File: src/rtl/priority_in_service_if.sv
// Signal bundle between the 8259 priority/in-service stage and its neighbours:
// request register, mask, CPU acknowledge and data-bus vector.
interface priority_in_service_if;
  logic [7:0] interrupt_req_register;
  logic [7:0] interrupt_mask;
  logic       inta;
  logic [4:0] vector_base;
  logic       auto_eoi;
  logic       rotate_on_eoi;
  logic       nonspecific_eoi;
  logic       specific_eoi;
  logic [2:0] eoi_level;
  logic       freeze;
  logic [7:0] clear_interrupt_req;
  logic       int_out;
  logic [7:0] in_service_register;
  logic [7:0] vector_out;
  logic       vector_out_en;

  modport master (
    output interrupt_req_register, interrupt_mask, inta, vector_base, auto_eoi,
           rotate_on_eoi, nonspecific_eoi, specific_eoi, eoi_level,
    input  freeze, clear_interrupt_req, int_out, in_service_register, vector_out,
           vector_out_en
  );

  modport slave (
    input  interrupt_req_register, interrupt_mask, inta, vector_base, auto_eoi,
           rotate_on_eoi, nonspecific_eoi, specific_eoi, eoi_level,
    output freeze, clear_interrupt_req, int_out, in_service_register, vector_out,
           vector_out_en
  );
endinterface

File: src/rtl/priority_in_service.sv
// 8259 priority resolver and in-service register: rotating priority, fully nested
// qualification, two-pulse INTA sequencing and EOI handling.
module priority_in_service #(
  parameter int unsigned NUM_IR = 8
) (
  input logic                  clk,
  input logic                  reset,
  priority_in_service_if.slave pis
);

  localparam int unsigned LvlW = $clog2(NUM_IR);
  localparam int unsigned PosW = LvlW + 1;

  typedef enum logic [1:0] {StIdle, StAck1, StWait2, StAck2} state_e;

  state_e              state_q, state_d;
  logic                inta_q;
  logic [NUM_IR-1:0]   isr_q, isr_d;
  logic [LvlW-1:0]     lp_q, lp_d;
  logic [LvlW-1:0]     level_q, level_d;
  logic [NUM_IR-1:0]   clear_q, clear_d;
  logic                int_q, int_d;
  logic [7:0]          vector_q, vector_d;

  // Position of the first set bit in the rotated order (0 = highest priority);
  // NUM_IR means no bit set.
  function automatic logic [PosW-1:0] first_rot(logic [NUM_IR-1:0] v, logic [LvlW-1:0] lp);
    logic [2*NUM_IR-1:0] dbl;
    logic [PosW-1:0]     pos;
    dbl = {v, v} >> ({1'b0, lp} + 1'b1);
    pos = PosW'(NUM_IR);
    for (int i = NUM_IR - 1; i >= 0; i--) begin
      if (dbl[i]) pos = PosW'(i);
    end
    return pos;
  endfunction

  logic              inta_rise, inta_fall;
  logic [NUM_IR-1:0] req;
  logic [PosW-1:0]   cand_pos, isr_pos;
  logic [LvlW-1:0]   cand_lvl, isr_lvl;
  logic              qualify;
  logic              ack_take, vec_load, ack_done;
  logic              eoi_valid;
  logic [LvlW-1:0]   eoi_lvl;
  logic [NUM_IR-1:0] ack_set, auto_clr, eoi_clr;

  assign inta_rise = pis.inta & ~inta_q;
  assign inta_fall = ~pis.inta & inta_q;
  assign req       = pis.interrupt_req_register & ~pis.interrupt_mask;
  assign cand_pos  = first_rot(req, lp_q);
  assign isr_pos   = first_rot(isr_q, lp_q);
  assign cand_lvl  = cand_pos[LvlW-1:0] + lp_q + LvlW'(1);
  assign isr_lvl   = isr_pos[LvlW-1:0] + lp_q + LvlW'(1);
  // An empty ISR reports position NUM_IR, so any real candidate beats it.
  assign qualify   = ~cand_pos[LvlW] & (cand_pos < isr_pos);

  assign ack_take = (state_q == StIdle) & inta_rise;
  assign vec_load = (state_q == StWait2) & inta_rise;
  assign ack_done = (state_q == StAck2) & inta_fall;

  always_ff @(posedge clk) begin
    if (reset) begin
      state_q <= StIdle;
    end else begin
      state_q <= state_d;
    end
  end

  always_comb begin
    state_d = state_q;
    unique case (state_q)
      StIdle:  if (inta_rise) state_d = StAck1;
      StAck1:  if (inta_fall) state_d = StWait2;
      StWait2: if (inta_rise) state_d = StAck2;
      StAck2:  if (inta_fall) state_d = StIdle;
      default: state_d = StIdle;
    endcase
  end

  always_comb begin
    pis.freeze        = (state_q != StIdle);
    pis.vector_out_en = (state_q == StAck2);
  end

  always_comb begin
    level_d  = level_q;
    ack_set  = '0;
    auto_clr = '0;
    vector_d = vector_q;
    lp_d     = lp_q;
    if (ack_take) begin
      // No qualified request on the first pulse: spurious IR7, nothing set.
      level_d = qualify ? cand_lvl : LvlW'(NUM_IR - 1);
      if (qualify) ack_set = NUM_IR'(1) << cand_lvl;
    end
    if (vec_load) vector_d = {pis.vector_base, level_q};
    if (ack_done && pis.auto_eoi) begin
      auto_clr = NUM_IR'(1) << level_q;
      if (pis.rotate_on_eoi) lp_d = level_q;
    end

    eoi_valid = 1'b0;
    eoi_lvl   = pis.eoi_level;
    if (pis.specific_eoi) begin
      eoi_valid = 1'b1;
    end else if (pis.nonspecific_eoi && !isr_pos[LvlW]) begin
      eoi_valid = 1'b1;
      eoi_lvl   = isr_lvl;
    end
    eoi_clr = eoi_valid ? (NUM_IR'(1) << eoi_lvl) : '0;
    if (eoi_valid && pis.rotate_on_eoi) lp_d = eoi_lvl;

    isr_d   = (isr_q & ~(eoi_clr | auto_clr)) | ack_set;
    clear_d = ack_set;
    int_d   = qualify & (state_d == StIdle);
  end

  always_ff @(posedge clk) begin
    if (reset) begin
      inta_q   <= 1'b0;
      isr_q    <= '0;
      lp_q     <= LvlW'(NUM_IR - 1);
      level_q  <= '0;
      clear_q  <= '0;
      int_q    <= 1'b0;
      vector_q <= '0;
    end else begin
      inta_q   <= pis.inta;
      isr_q    <= isr_d;
      lp_q     <= lp_d;
      level_q  <= level_d;
      clear_q  <= clear_d;
      int_q    <= int_d;
      vector_q <= vector_d;
    end
  end

  assign pis.in_service_register = isr_q;
  assign pis.clear_interrupt_req = clear_q;
  assign pis.int_out             = int_q;
  assign pis.vector_out          = vector_q;

endmodule

File: src/flat_wrapper.sv
// flat-port wrapper written by rule: the top's interface ports become plain ports
module priority_in_service_flat 
#(
  parameter int unsigned NUM_IR = 8
)
  (clk, reset, pis_interrupt_req_register, pis_interrupt_mask, pis_inta, pis_vector_base, pis_auto_eoi, pis_rotate_on_eoi, pis_nonspecific_eoi, pis_specific_eoi, pis_eoi_level, pis_freeze, pis_clear_interrupt_req, pis_int_out, pis_in_service_register, pis_vector_out, pis_vector_out_en);
  priority_in_service_if pis_i ();
  input logic clk;
  input logic reset;
  input wire logic [$bits(pis_i.interrupt_req_register)-1:0] pis_interrupt_req_register;
  input wire logic [$bits(pis_i.interrupt_mask)-1:0] pis_interrupt_mask;
  input wire logic [$bits(pis_i.inta)-1:0] pis_inta;
  input wire logic [$bits(pis_i.vector_base)-1:0] pis_vector_base;
  input wire logic [$bits(pis_i.auto_eoi)-1:0] pis_auto_eoi;
  input wire logic [$bits(pis_i.rotate_on_eoi)-1:0] pis_rotate_on_eoi;
  input wire logic [$bits(pis_i.nonspecific_eoi)-1:0] pis_nonspecific_eoi;
  input wire logic [$bits(pis_i.specific_eoi)-1:0] pis_specific_eoi;
  input wire logic [$bits(pis_i.eoi_level)-1:0] pis_eoi_level;
  output wire logic [$bits(pis_i.freeze)-1:0] pis_freeze;
  output wire logic [$bits(pis_i.clear_interrupt_req)-1:0] pis_clear_interrupt_req;
  output wire logic [$bits(pis_i.int_out)-1:0] pis_int_out;
  output wire logic [$bits(pis_i.in_service_register)-1:0] pis_in_service_register;
  output wire logic [$bits(pis_i.vector_out)-1:0] pis_vector_out;
  output wire logic [$bits(pis_i.vector_out_en)-1:0] pis_vector_out_en;
  assign pis_i.interrupt_req_register = pis_interrupt_req_register;
  assign pis_i.interrupt_mask = pis_interrupt_mask;
  assign pis_i.inta = pis_inta;
  assign pis_i.vector_base = pis_vector_base;
  assign pis_i.auto_eoi = pis_auto_eoi;
  assign pis_i.rotate_on_eoi = pis_rotate_on_eoi;
  assign pis_i.nonspecific_eoi = pis_nonspecific_eoi;
  assign pis_i.specific_eoi = pis_specific_eoi;
  assign pis_i.eoi_level = pis_eoi_level;
  assign pis_freeze = pis_i.freeze;
  assign pis_clear_interrupt_req = pis_i.clear_interrupt_req;
  assign pis_int_out = pis_i.int_out;
  assign pis_in_service_register = pis_i.in_service_register;
  assign pis_vector_out = pis_i.vector_out;
  assign pis_vector_out_en = pis_i.vector_out_en;
  priority_in_service #(.NUM_IR(NUM_IR)) u_core (.clk(clk), .reset(reset), .pis(pis_i));
endmodule
File: config.mk
export PLATFORM = sky130hd
export DESIGN_NAME = priority_in_service_flat
export DESIGN_NICKNAME = d
export VERILOG_FILES = /design/src/rtl/priority_in_service_if.sv /design/src/rtl/priority_in_service.sv /design/src/flat_wrapper.sv
export SDC_FILE = /design/constraint.sdc
export NUM_CORES = 1
export LEC_CHECK = 0
export BUFFER_PORTS_ARGS = -buffer_cell sky130_fd_sc_hd__clkbuf_2
export CAP_MARGIN = 20
export CORE_MARGIN = 8
export CORE_UTILIZATION = 59
export CTS_CLUSTER_DIAMETER = 150
export DETAILED_ROUTE_END_ITERATION = 10
export PLACE_DENSITY = 0.83
export SYNTH_ARGS = -nofsm -noshare
export SYNTH_HDL_FRONTEND = slang
export SYNTH_SLANG_ARGS = --single-unit
File: constraint.sdc
create_clock -name clk -period 5.3 [get_ports clk]
set_input_delay 0.265 -clock clk [delete_from_list [all_inputs] [get_ports clk]]
set_output_delay 0.265 -clock clk [all_outputs]
set_load 0.01 [all_outputs]
==> flow_results.org <==
** STA
- Final setup violation count :: 0
- Worst slew slack as a fraction of its limit :: 53.67%
- Clk_skew :: 2.977 ps
- Pins Over Slew Limit :: 0
- Setup repair after global routing left no endpoint under its margin.
- The number of hold violations in the final report is 0.
- In the finished design, the share of the clock period the worst path needs comes to 77.85%.
- Max Freq :: 0.2424 GHz
- Setup TNS Final :: 0 ps
- At the pin with the least slew margin, the transition time is 692.7 ps.
- Shortest clock period the worst path allows after layout :: 4126 ps

** Layout
- The number of antenna diodes in the final layout is 0.
- The layout has 380 filler cells.
- Register Area :: 680.7 um^2
- Synthesis-to-layout area growth :: 13.42%
- Finished Layout Cells :: 434
- Cells with a size suffix above 1 make up 29.97% of the layout.
- In the layout the commonest cells are sky130_fd_sc_hd__clkbuf_2, sky130_fd_sc_hd__dfxtp_1, sky130_fd_sc_hd__nor2_1.
- Final layout net count :: 405
- Area used by multi-input combinational logic :: 2072 um^2
- The library cell used most frequently in the layout, excluding fill and tap cells, is sky130_fd_sc_hd__clkbuf_2.

** Yosys
- During synthesis, Yosys emitted a total of 0 warnings.
- Share of the synthesized area in the top cell type :: 23.48%
- After synthesis, the mean cell area works out to 9.233 um^2.
- The synthesized netlist devotes 26.46% of its cell area to simple gates.
- Synthesized netlist net count :: 352
- Cell Area, Synth :: 2899 um^2
- Synthesis instantiated 74 different standard cells from the library.
- Synthesis produced 314 cells.
- Of the total synthesized cell area, the portion taken by XOR and XNOR cells is 0.9063%.
- Counting flops with an async set or reset pin after synthesis yields a share of 0%.
- By area the synthesized netlist is led by sky130_fd_sc_hd__dfxtp_1, sky130_fd_sc_hd__mux4_2, sky130_fd_sc_hd__mux2i_1.
- For this run, the register share of the synthesized area comes to 23.48%.
- Primary FF master, synth :: sky130_fd_sc_hd__dfxtp_1
- By area, the combinational part of the netlist is dominated by simple AND/OR/NAND/NOR gates.
- Adder-cell share of the synthesized area :: 3.539%
- Of all cell types, the one taking the most synthesized area is sky130_fd_sc_hd__dfxtp_1.
- Mux share of post-synthesis cell area :: 21.71%
- Post-synth EDFFs :: 0
- #FFs+latches synth :: 34
- Post-synthesis compound-gate area fraction :: 18.86%

** Placed design
- Gp weighted congestion :: 0.9101
- Half-perimeter wire length after detailed placement :: 5943 um
- Count of placed standard cells including taps :: 427
- The count of buffers added on input and output ports is 57.

** Global routing
- Number of global-route vias before repair :: 2595
- The number of antenna violations at the first check in global routing was 0.
- Congestion Overflow GR :: 0
- Global router's overall resource usage :: 20.77%
- The first global-routing pass estimated 12530 um of wire.
- Pin count of the biggest net entering global routing :: 22

** Clocking
- Clock Root Buffer :: sky130_fd_sc_hd__clkbuf_8
- In this run, CTS created clock tree buffers numbering 5.
- Post-CTS repair changed the size of 0 cells.
- Hold-fix buffers at CTS :: 0
- H-tree levels :: 2
- The clock passes through at most 2 buffers.
- After clock tree synthesis, the clock-pin slew on the worst setup and hold paths is 70 ps.
- Clock latency on the worst-skew pair, taken at its later pin, is 290 ps.
- TritonCTS built the clock tree.
- Buffers added to address setup during post-CTS repair amount to 0.
- The clock net in this run drives a total of 34 sinks.

** Critical path
- Traced cell by cell, the critical path runs through and4bb_2 -> or4_1 -> mux2i_2 -> a21bo_1 -> o21ai_0 -> nand2_1 -> ha_1 -> inv_1 -> fa_1 -> nor3_1 -> o21ai_1 -> o41ai_1.
- In this design, the stage delay of the slowest critical-path cell is 630 ps.
- STA classifies the critical path endpoint as a flip-flop.
- Largest fanout on the critical path :: 15
- Slowest cell on the critical path :: sky130_fd_sc_hd__dfxtp_1
- In this design, the largest share of critical-path delay is due to simple AND/OR/NAND/NOR gates.
- Data required, critical path :: 5480 ps
- WP buf/inv :: 1
- STA classifies the critical path startpoint as a flip-flop.
- Path type of the worst setup path :: reg2reg
- Signal arrival time at the worst endpoint :: 4310 ps

** Detailed routing
- For this run, design rule violations remaining after detail routing come to 0.
- Topmost layer with routed signal wires :: met4
- The routed layout has 2745 vias.
- Met1 Routed Length :: 3231 um
- Antenna violation net count after detailed routing :: 0
- After the first detailed-routing iteration, the DRC count stood at 177.
- Amount of wire on met2 after detailed routing :: 3712 um
- The routed design has 7626 um of wire.
- Drt via density :: 6.325
- Total iterations of the first detailed-routing run :: 5
- After detailed routing, the average wire length per cell comes to 17.57 um.
- After detailed routing, the met3 layer carries 553 um of wire.

** Run
- Max-cap violation count :: 0

** Run status
- The run finished with clean final reports.

** Power and ir drop
- VDD sags by at most 0.0003020 V.
- Leakage dissipation :: 1.370 nW
- Power spread over the standard cell area amounts to 447.2 nW/um^2.

** Floorplanning
- Placeable core region :: 4723 um^2
- Once the floorplan was initialized, standard cells occupied 61.38% of the core.
- The floorplan has 25 rows.
- DIE WIDTH :: 86.10 um
- IO Pins :: 58
- Chip Height :: 86.10 um
- Overall die area :: 7412 um^2

** Worst hold path
- Hold crit path type :: in2reg
==> worst reg2reg max path, stage by stage, from the launching register on <==
cell and delay (ps):
sky130_fd_sc_hd__dfxtp_1 630, sky130_fd_sc_hd__and4bb_2 280, sky130_fd_sc_hd__or4_1 580, sky130_fd_sc_hd__mux2i_2 300, sky130_fd_sc_hd__a21bo_1 260, sky130_fd_sc_hd__o21ai_0 220, sky130_fd_sc_hd__nand2_1 100, sky130_fd_sc_hd__ha_1 200
sky130_fd_sc_hd__inv_1 60, sky130_fd_sc_hd__fa_1 480, sky130_fd_sc_hd__nor3_1 210, sky130_fd_sc_hd__o21ai_1 260, sky130_fd_sc_hd__o41ai_1 420
==> final timing paths <==
kind                             from                           endpoint  slack, ps  cells after the start
min                pis_vector_base[3]           u_core.pis.vector_out[6]        210                      3
max reg2reg            u_core.lp_q[1]  u_core.pis.in_service_register[4]       1170                     12
min reg2reg  u_core.pis.vector_out[4]           u_core.pis.vector_out[4]        500                      2
max                    u_core.lp_q[1]  u_core.pis.in_service_register[4]       1170                     12
==> synth_stat cells, types with 9 or more instances <==
library cell	count
sky130_fd_sc_hd__a31oi_1	9
sky130_fd_sc_hd__dfxtp_1	34
sky130_fd_sc_hd__inv_1	10
sky130_fd_sc_hd__mux2_2	9
sky130_fd_sc_hd__mux2i_1	18
sky130_fd_sc_hd__mux4_2	11
sky130_fd_sc_hd__nand2_1	12
sky130_fd_sc_hd__nand2b_1	17
sky130_fd_sc_hd__nor2_1	31
sky130_fd_sc_hd__nor2b_1	14
sky130_fd_sc_hd__nor3_1	9
sky130_fd_sc_hd__o21ai_0	11
==> state kept, by name (all words and copies together), names as in the netlist <==
name,count
u_core.inta_q,1
u_core.level_q,3
u_core.lp_q,3
u_core.pis.int_out,1
u_core.pis.clear_interrupt_req,8
u_core.pis.vector_out,8
u_core.pis.in_service_register,8
u_core.state_q,2
==> cells by family (layout without fill, tap and decap cells) <==
family	Yosys count	after routing
flops	34	34
xor+xnor	3	3
buf+inv	28	81
simple gates	124	124
compound gates	74	74
mux	44	44
fa+ha+maj	7	7
==> through the flow <==
stage / setup slack (ps) / hold slack, ps / utilization [%] / area, um^2 / power (mW)
after floorplan: 1852 / 393.2 / - / 2899 / 1.078
after global placement: 1265 / 473.5 / 67.84 / 3204 / 1.243
after detailed placement: 1267 / 488.6 / 67.84 / 3204 / 1.277
after CTS: 1210 / 205.6 / 69.62 / 3288 / 1.465
after global routing: 864.3 / 231.9 / 69.62 / 3288 / 1.578
final: 1174 / 213.3 / 69.62 / 3288 / 1.471
==> final cells by class <==
class                      count  area share [%]
timing repair buffer          62           9.817
sequential                    34           20.70
clock buffer                   5           2.093
tap                           67           2.549
multi-input combinational    252           63.01
inverter                      12           1.370
clock inverter                 2          0.4566
==> report_power, final <==
group          switching, mW  internal (mW)  leakage, nW
clock network         0.0951         0.0895       0.0362
registers             0.0614          0.289        0.276
logic                  0.549          0.387         1.06
==> metal layers <==
layer,track usage (%),vias up
met1,26.03,1289
met4,6.847,0
met3,4.776,17
met2,34.01,124
met5,0,-
li1,-,1315
Power figures use the tool's default switching activity.
